File: config.mk
export PLATFORM = sky130hd
export DESIGN_NAME = clk_div_ctrl
export DESIGN_NICKNAME = d
export VERILOG_FILES = /design/src/rtl/clk_div_pkg.sv /design/src/rtl/clk_div_cnt.sv /design/src/rtl/clk_div_ctrl.sv
export SDC_FILE = /design/constraint.sdc
export NUM_CORES = 1
export LEC_CHECK = 0
export ABC_AREA = 1
export CAP_MARGIN = 0
export CORE_ASPECT_RATIO = 0.7
export CORE_MARGIN = 3
export CORE_UTILIZATION = 45
export CTS_CLUSTER_DIAMETER = 50
export DETAILED_ROUTE_END_ITERATION = 12
export HOLD_SLACK_MARGIN = 0.15
export PLACE_DENSITY = 0.68
export SETUP_SLACK_MARGIN = 0.15
export SLEW_MARGIN = 20
export SYNTH_ARGS = -nofsm -noshare
export SYNTH_HDL_FRONTEND = slang
export SYNTH_HIERARCHICAL = 1
export SYNTH_SLANG_ARGS = --single-unit
File: constraint.sdc
create_clock -name i_clk -period 2.7 [get_ports i_clk]
set_input_delay 0.54 -clock i_clk [delete_from_list [all_inputs] [get_ports i_clk]]
set_output_delay 0.54 -clock i_clk [all_outputs]
set_load 0.02 [all_outputs]
File: src/rtl/clk_div_pkg.sv
// Shared types and constants for the programmable clock divider.
package clk_div_pkg;

  typedef enum logic [1:0] {
    IDLE,
    RUN,
    PEND
  } state_e;

  localparam int DIV_W_DEF    = 4;
  localparam int DIV_MIN      = 2;
  localparam int PERIOD_CNT_W = 16;

  function automatic logic div_legal(input logic [31:0] n);
    return n >= 32'(DIV_MIN);
  endfunction

endpackage

File: src/rtl/clk_div_cnt.sv
// Loadable mod-N counter: clear wins, wraps from N-1 back to 0.
module clk_div_cnt
  import clk_div_pkg::*;
#(
  parameter int W = DIV_W_DEF
) (
  input  logic         i_clk,
  input  logic         i_rst,
  input  logic         i_clr,
  input  logic         i_en,
  input  logic [W-1:0] i_n,
  output logic [W-1:0] o_count,
  output logic [W-1:0] o_count_nxt,
  output logic         o_wrap
);

  logic [W-1:0] cnt_q, cnt_d;
  logic [W-1:0] last;
  logic         at_last;

  assign last    = i_n - W'(1);
  assign at_last = cnt_q >= last;
  assign o_wrap  = i_en && !i_clr && at_last;

  always_comb begin
    cnt_d = cnt_q;
    if (i_clr) begin
      cnt_d = '0;
    end else if (i_en) begin
      cnt_d = at_last ? '0 : cnt_q + W'(1);
    end
  end

  always_ff @(posedge i_clk or posedge i_rst) begin
    if (i_rst) begin
      cnt_q <= '0;
    end else begin
      cnt_q <= cnt_d;
    end
  end

  assign o_count     = cnt_q;
  assign o_count_nxt = cnt_d;

endmodule

File: src/rtl/clk_div_ctrl.sv
// Run-time programmable divider: ratios apply only at a period boundary.
// Optional wrap counter port o_period_cnt with CLK_DIV_PERIOD_CNT_EN.
module clk_div_ctrl
  import clk_div_pkg::*;
#(
  parameter int DIV_W       = DIV_W_DEF,
  parameter int DEFAULT_DIV = 10
) (
  input  logic             i_clk,
  input  logic             i_rst,
  input  logic             i_en,
  input  logic             i_cfg_valid,
  input  logic [DIV_W-1:0] i_cfg_div,
  output logic             o_cfg_ready,
  output logic             o_cfg_err,
  output logic [DIV_W-1:0] o_count,
  output logic             o_tick,
  output logic             o_clk_div
`ifdef CLK_DIV_PERIOD_CNT_EN
  ,
  output logic [PERIOD_CNT_W-1:0] o_period_cnt
`endif
);

  state_e           state_q, state_d;
  logic [DIV_W-1:0] ratio_q, ratio_d;
  logic [DIV_W-1:0] pend_q, pend_d;
  logic             rdy_q, rdy_d;
  logic             err_q, err_d;
  logic             tick_q, tick_d;
  logic             clkd_q, clkd_d;

  logic             acc;
  logic             acc_ok;
  logic             apply;
  logic             cnt_clr;
  logic             wrap;
  logic [DIV_W-1:0] cnt;
  logic [DIV_W-1:0] cnt_nxt;

  assign cnt_clr = (state_q == IDLE) || !i_en;

  clk_div_cnt #(
    .W (DIV_W)
  ) u_cnt (
    .i_clk       (i_clk),
    .i_rst       (i_rst),
    .i_clr       (cnt_clr),
    .i_en        (i_en),
    .i_n         (ratio_q),
    .o_count     (cnt),
    .o_count_nxt (cnt_nxt),
    .o_wrap      (wrap)
  );

  assign acc    = i_cfg_valid && rdy_q;
  assign acc_ok = acc && div_legal(32'(i_cfg_div));

  always_comb begin
    state_d = state_q;
    ratio_d = ratio_q;
    pend_d  = pend_q;
    apply   = 1'b0;
    err_d   = acc && !acc_ok;
    unique case (state_q)
      IDLE: begin
        if (acc_ok) begin
          ratio_d = i_cfg_div;
          apply   = 1'b1;
        end
        if (i_en) state_d = RUN;
      end
      RUN: begin
        if (!i_en) begin
          state_d = IDLE;
          if (acc_ok) begin
            ratio_d = i_cfg_div;
            apply   = 1'b1;
          end
        end else if (acc_ok) begin
          if (wrap) begin
            ratio_d = i_cfg_div;
            apply   = 1'b1;
          end else begin
            pend_d  = i_cfg_div;
            state_d = PEND;
          end
        end
      end
      PEND: begin
        if (!i_en || wrap) begin
          ratio_d = pend_q;
          apply   = 1'b1;
          state_d = i_en ? RUN : IDLE;
        end
      end
      default: state_d = IDLE;
    endcase
  end

  // Output decode looks ahead so all three outputs land on the same edge.
  always_comb begin
    rdy_d  = state_d != PEND;
    tick_d = (state_d != IDLE) && (cnt_nxt == ratio_d - DIV_W'(1));
    clkd_d = (state_d != IDLE) && (cnt_nxt < (ratio_d >> 1));
  end

  always_ff @(posedge i_clk or posedge i_rst) begin
    if (i_rst) begin
      state_q <= IDLE;
      ratio_q <= DIV_W'(DEFAULT_DIV);
      pend_q  <= '0;
      rdy_q   <= 1'b1;
      err_q   <= 1'b0;
      tick_q  <= 1'b0;
      clkd_q  <= 1'b0;
    end else begin
      state_q <= state_d;
      ratio_q <= ratio_d;
      pend_q  <= pend_d;
      rdy_q   <= rdy_d;
      err_q   <= err_d;
      tick_q  <= tick_d;
      clkd_q  <= clkd_d;
    end
  end

  assign o_cfg_ready = rdy_q;
  assign o_cfg_err   = err_q;
  assign o_count     = cnt;
  assign o_tick      = tick_q;
  assign o_clk_div   = clkd_q;

`ifdef CLK_DIV_PERIOD_CNT_EN
  logic [PERIOD_CNT_W-1:0] per_q, per_d;

  always_comb begin
    per_d = per_q;
    if (apply) begin
      per_d = '0;
    end else if (wrap && per_q != '1) begin
      per_d = per_q + PERIOD_CNT_W'(1);
    end
  end

  always_ff @(posedge i_clk or posedge i_rst) begin
    if (i_rst) begin
      per_q <= '0;
    end else begin
      per_q <= per_d;
    end
  end

  assign o_period_cnt = per_q;
`else
  logic unused_apply;
  assign unused_apply = apply;
`endif

endmodule

==> results.md <==
Detailed routing:
- Summing over every cut layer, the via total after detailed routing is 1675.
- The routed wirelength normalized by instance count is 14.9 um.
- The highest layer used for signal routing is met4.
- The met1 wire length is 2280 um.
- Dividing the detail-routed via count by the number of cells gives 5.23.
- In the detailed route, the total length drawn on met3 is 401 um.
- The detailed route wirelength on metal2 is 1940 um.
- Before antenna repair, the detailed router went through 5 iterations.
- The number of DRC markers in iteration 0 is 207.
- The DRC violation count after routing is 0.
- The post-detailed-routing wire length is 4760 um.
- The number of nets with antenna violations after detailed routing is 0.

Setup path:
- The worst setup path is launched from a flop.
- The kind of end point of the critical path is a flop.
- The critical path start-end classification is reg2reg.
- The worst-path cell with the longest stage delay is dfstp_2.
- Along the worst path, the maximum fanout reaches 6.
- The signal arrival time at the worst endpoint is 3.23 ns.
- The delay of the slowest cell on the worst path is 0.55 ns.
- The largest delay contributor family on the critical path is simple AND/OR/NAND/NOR gates.
- Counting both buffers and inverters, the worst setup path holds a total of 6.
- The required arrival time at the worst endpoint is 2.90 ns.

Timing:
- The number of hold violations in the final report came to 0.
- At the pin with the least slew margin, the transition time is 0.574 ns.
- For the final database, setup skew stands at 0.00640 ns.
- The fraction of the cycle the final worst path needs is 1.12.
- After routing, the total negative slack on setup checks comes to -0.724 ns.
- Setup repair after global routing could not meet its margin everywhere.
- The shortest period the worst path allows is 3.03 ns.
- The worst pin sits at a relative slew slack of 0.617.
- Across all setup checks in the final design, the least slack found is -0.329 ns.
- Setup violations remaining at the end of the flow were counted as 5.
- Static timing analysis puts the maximum clock frequency at 330 MHz.
- The max-slew violation count is 0.

Floorplan:
- The die covers 4050 um2.
- The die boundary height is 54.1 um.
- The core region is 2980 um2.
- For this design the top-level I/O count stands at 16.
- The width of the chip is 74.8 um.
- The number of placement rows is 16.
- The initial utilization of the core area, before any placement, comes to 0.500.

Logic synthesis:
- Each instance of the synthesized netlist takes up on average 6.77 um2.
- In this run, synthesis inferred 0 flip-flops with an integrated enable.
- Counting every instance in the synthesized netlist gives 220.
- The share of the Yosys chip area taken by registers is 0.305.
- The area share of the leading cell type in the synthesized netlist is 0.252.
- The commonest cells after synthesis are nand2_1 (59), inv_1 (38), nand3_1 (31), nor2_1 (16), dfrtp_1 (15).
- The most used flip-flop cell after synthesis is dfrtp_1.
- The flop and latch count out of synthesis is 18.
- Summing every instance area after synthesis gives 1490 um2.
- The share of synthesized flip-flops with an asynchronous set or reset is 1.00.
- The count of cell types in the netlist is 26.
- Synthesis produced a netlist with a net count of 236.
- Among all cell types in the netlist, the one instantiated most often is nand2_1.
- After synthesis, the cell types taking the most area are dfrtp_1 (25%), nand2_1 (15%), nand3_1 (10%).
- The number of warning messages in the yosys log is 6.
- The biggest area contributor in the post-synthesis netlist is dfrtp_1.

Global route:
- The number of global-route vias before repair is 1520.
- The number of antenna violations at the first check in global routing is 0.
- Entering global routing, the biggest net connects 15 pins.
- The global-route congestion overflow total is 0.
- Across every metal layer, demand over resource in global routing totals 0.248.
- The first-pass GRT wire length is 7290 um.

Power:
- The leakage power is 1.20 nW.
- The ratio of total power to cell area is 853 nW/um2.
- The worst voltage drop across the vdd grid is 552 uV.

Final layout:
- The final layout contains 301 nets.
- The number of antenna diodes in the final layout is 0.
- Of the cells placed in the final design, the portion with a size suffix greater than 1 is 0.366.
- Relative to the synthesized area, the layout overhead comes to 49.2%.
- The layout has 230 filler cells.
- The post-route cell area is 2220 um2.

CTS:
- TritonCTS created 3 clock buffers.
- The clock transition at the register clock pins on the worst setup and hold paths after CTS is 0.07 ns.
- The number of levels in the clock H-tree is 1.
- The clock network latency to the later pin of the worst-skew pair is 0.26 ns.
- The clock passes through at most 2 buffers.
- The clock tree root driver cell is clkbuf_8.
- The clock sink total is 18.
- TritonCTS built the clock tree.

Flow run:
- Max-cap violations in this run came to 0.

Place:
- The count of buffers from port buffering is 15.
- The worst setup slack before clock tree synthesis is -0.285 ns.
- Routability-driven placement finished with a final weighted congestion of 0.971.
- The cell area after placement is 1950 um2.
- The wire-length estimate of the detail-placed layout is 3260 um.

Run status:
- The checks that failed: setup timing.
- The run finished, with violations left.

Worst hold path:
- The path type of the worst min-delay path is in2async.
per-stage QoR:
step           hold slack (ns)   util  total power (W)  instances
4_1_cts                  0.489  0.720          0.00176        318
5_1_grt                  0.524  0.745          0.00203        320
6_report                 0.483  0.745          0.00190        320
3_3_place_gp             0.475  0.652          0.00142        300
2_1_floorplan            0.306      -          0.00106        220
3_5_place_dp             0.474  0.652          0.00142        300
cells in the final DEF, fill, tap and decap left out, types with 6 or more instances in the layout:
cell             synthesis  final
buf_4                    1     39
buf_6                    0      6
clkdlybuf4s50_1          0     15
dfrtp_1                 15     15
ha_1                     8      6
inv_1                   38     33
nand2_1                 59     51
nand2_2                 11     18
nand3_1                 31     25
nand3_2                  0      6
nor2_1                  16     16
worst reg2reg max path: stages (launching register included):
cell      delay, ns
dfstp_2        0.55
inv_2          0.05
ha_4           0.14
xnor2_1        0.11
ha_1           0.26
nand2_1        0.08
inv_2          0.05
nand2_2        0.07
nand3_2        0.09
nand3_2        0.09
inv_2          0.06
inv_4          0.09
nand2_4        0.06
nand2_2        0.08
nand2_2        0.06
o21ai_2        0.12
nand2_1        0.06
inv_1          0.07
nand2_2        0.07
nand2_4        0.07
ha_4           0.14
xor2_2         0.15
nand3b_1       0.13
nand2_1        0.07
nor2_1         0.11
nand2_1        0.07
inv_1          0.06
report_power, final:
part	internal, W	switching (W)	leakage (nW)
clock network	0.000130	0.0000952	0.0288
logic	0.000585	0.000668	0.943
registers	0.000359	0.0000578	0.226
sequential cells by signal, summed over array words and instances, names as in the netlist:
signal,cells
o_cfg_ready,1
pend_q,4
ratio_q,4
o_cfg_err,1
o_clk_div,1
state_q,2
u_cnt/o_count,4
o_tick,1
layer usage:
metal  vias up  GRT usage
li1        821          -
met1       747      0.380
met2        86      0.341
met3        21     0.0653
met4         0     0.0592
met5         -          0
path summary, 6_finish.rpt:
| check | from | to | slack, ns | cells past startpoint |
|---|---|---|---|---|
| worst max-delay path | ratio_q[1] | o_tick | -0.33 | 26 |
| max in group asynchronous | i_rst | o_cfg_ready | 1.65 | 2 |
| min in group i_clk | pend_q[1] | pend_q[1] | 0.50 | 2 |
| worst min register to register | pend_q[1] | pend_q[1] | 0.50 | 2 |
| worst min-delay path | i_rst | u_cnt/o_count[0] | 0.48 | 2 |
| worst max register to register | ratio_q[1] | o_tick | -0.33 | 26 |
cell type report:
| type | count | area, um2 | share of cell area |
|---|---|---|---|
| Tap cell | 36 | 45.0 | 0.0203 |
| Multi-Input combinational cell | 159 | 968 | 0.436 |
| Sequential cell | 18 | 454 | 0.204 |
| Clock buffer | 4 | 55.1 | 0.0248 |
| Timing Repair Buffer | 61 | 531 | 0.239 |
| Inverter | 42 | 170 | 0.0765 |
cells by family after synthesis:
logic type | synth area share
fa+ha+maj | 0.0672
buf+inv | 0.114
flops | 0.305
xor+xnor | 0.0235
compound gates | 0.0604
mux | 0.00756
simple gates | 0.422
repair_timing:
action | CTS | global route
resized for setup | 12 | 19
pin swaps | 16 | 18
hold endpoints to repair | 0 | 0
endpoints found under the setup margin | 7 | 14
hold buffers | 0 | 0
buffers inserted | 14 | 2
Power figures use the tool's default switching activity.
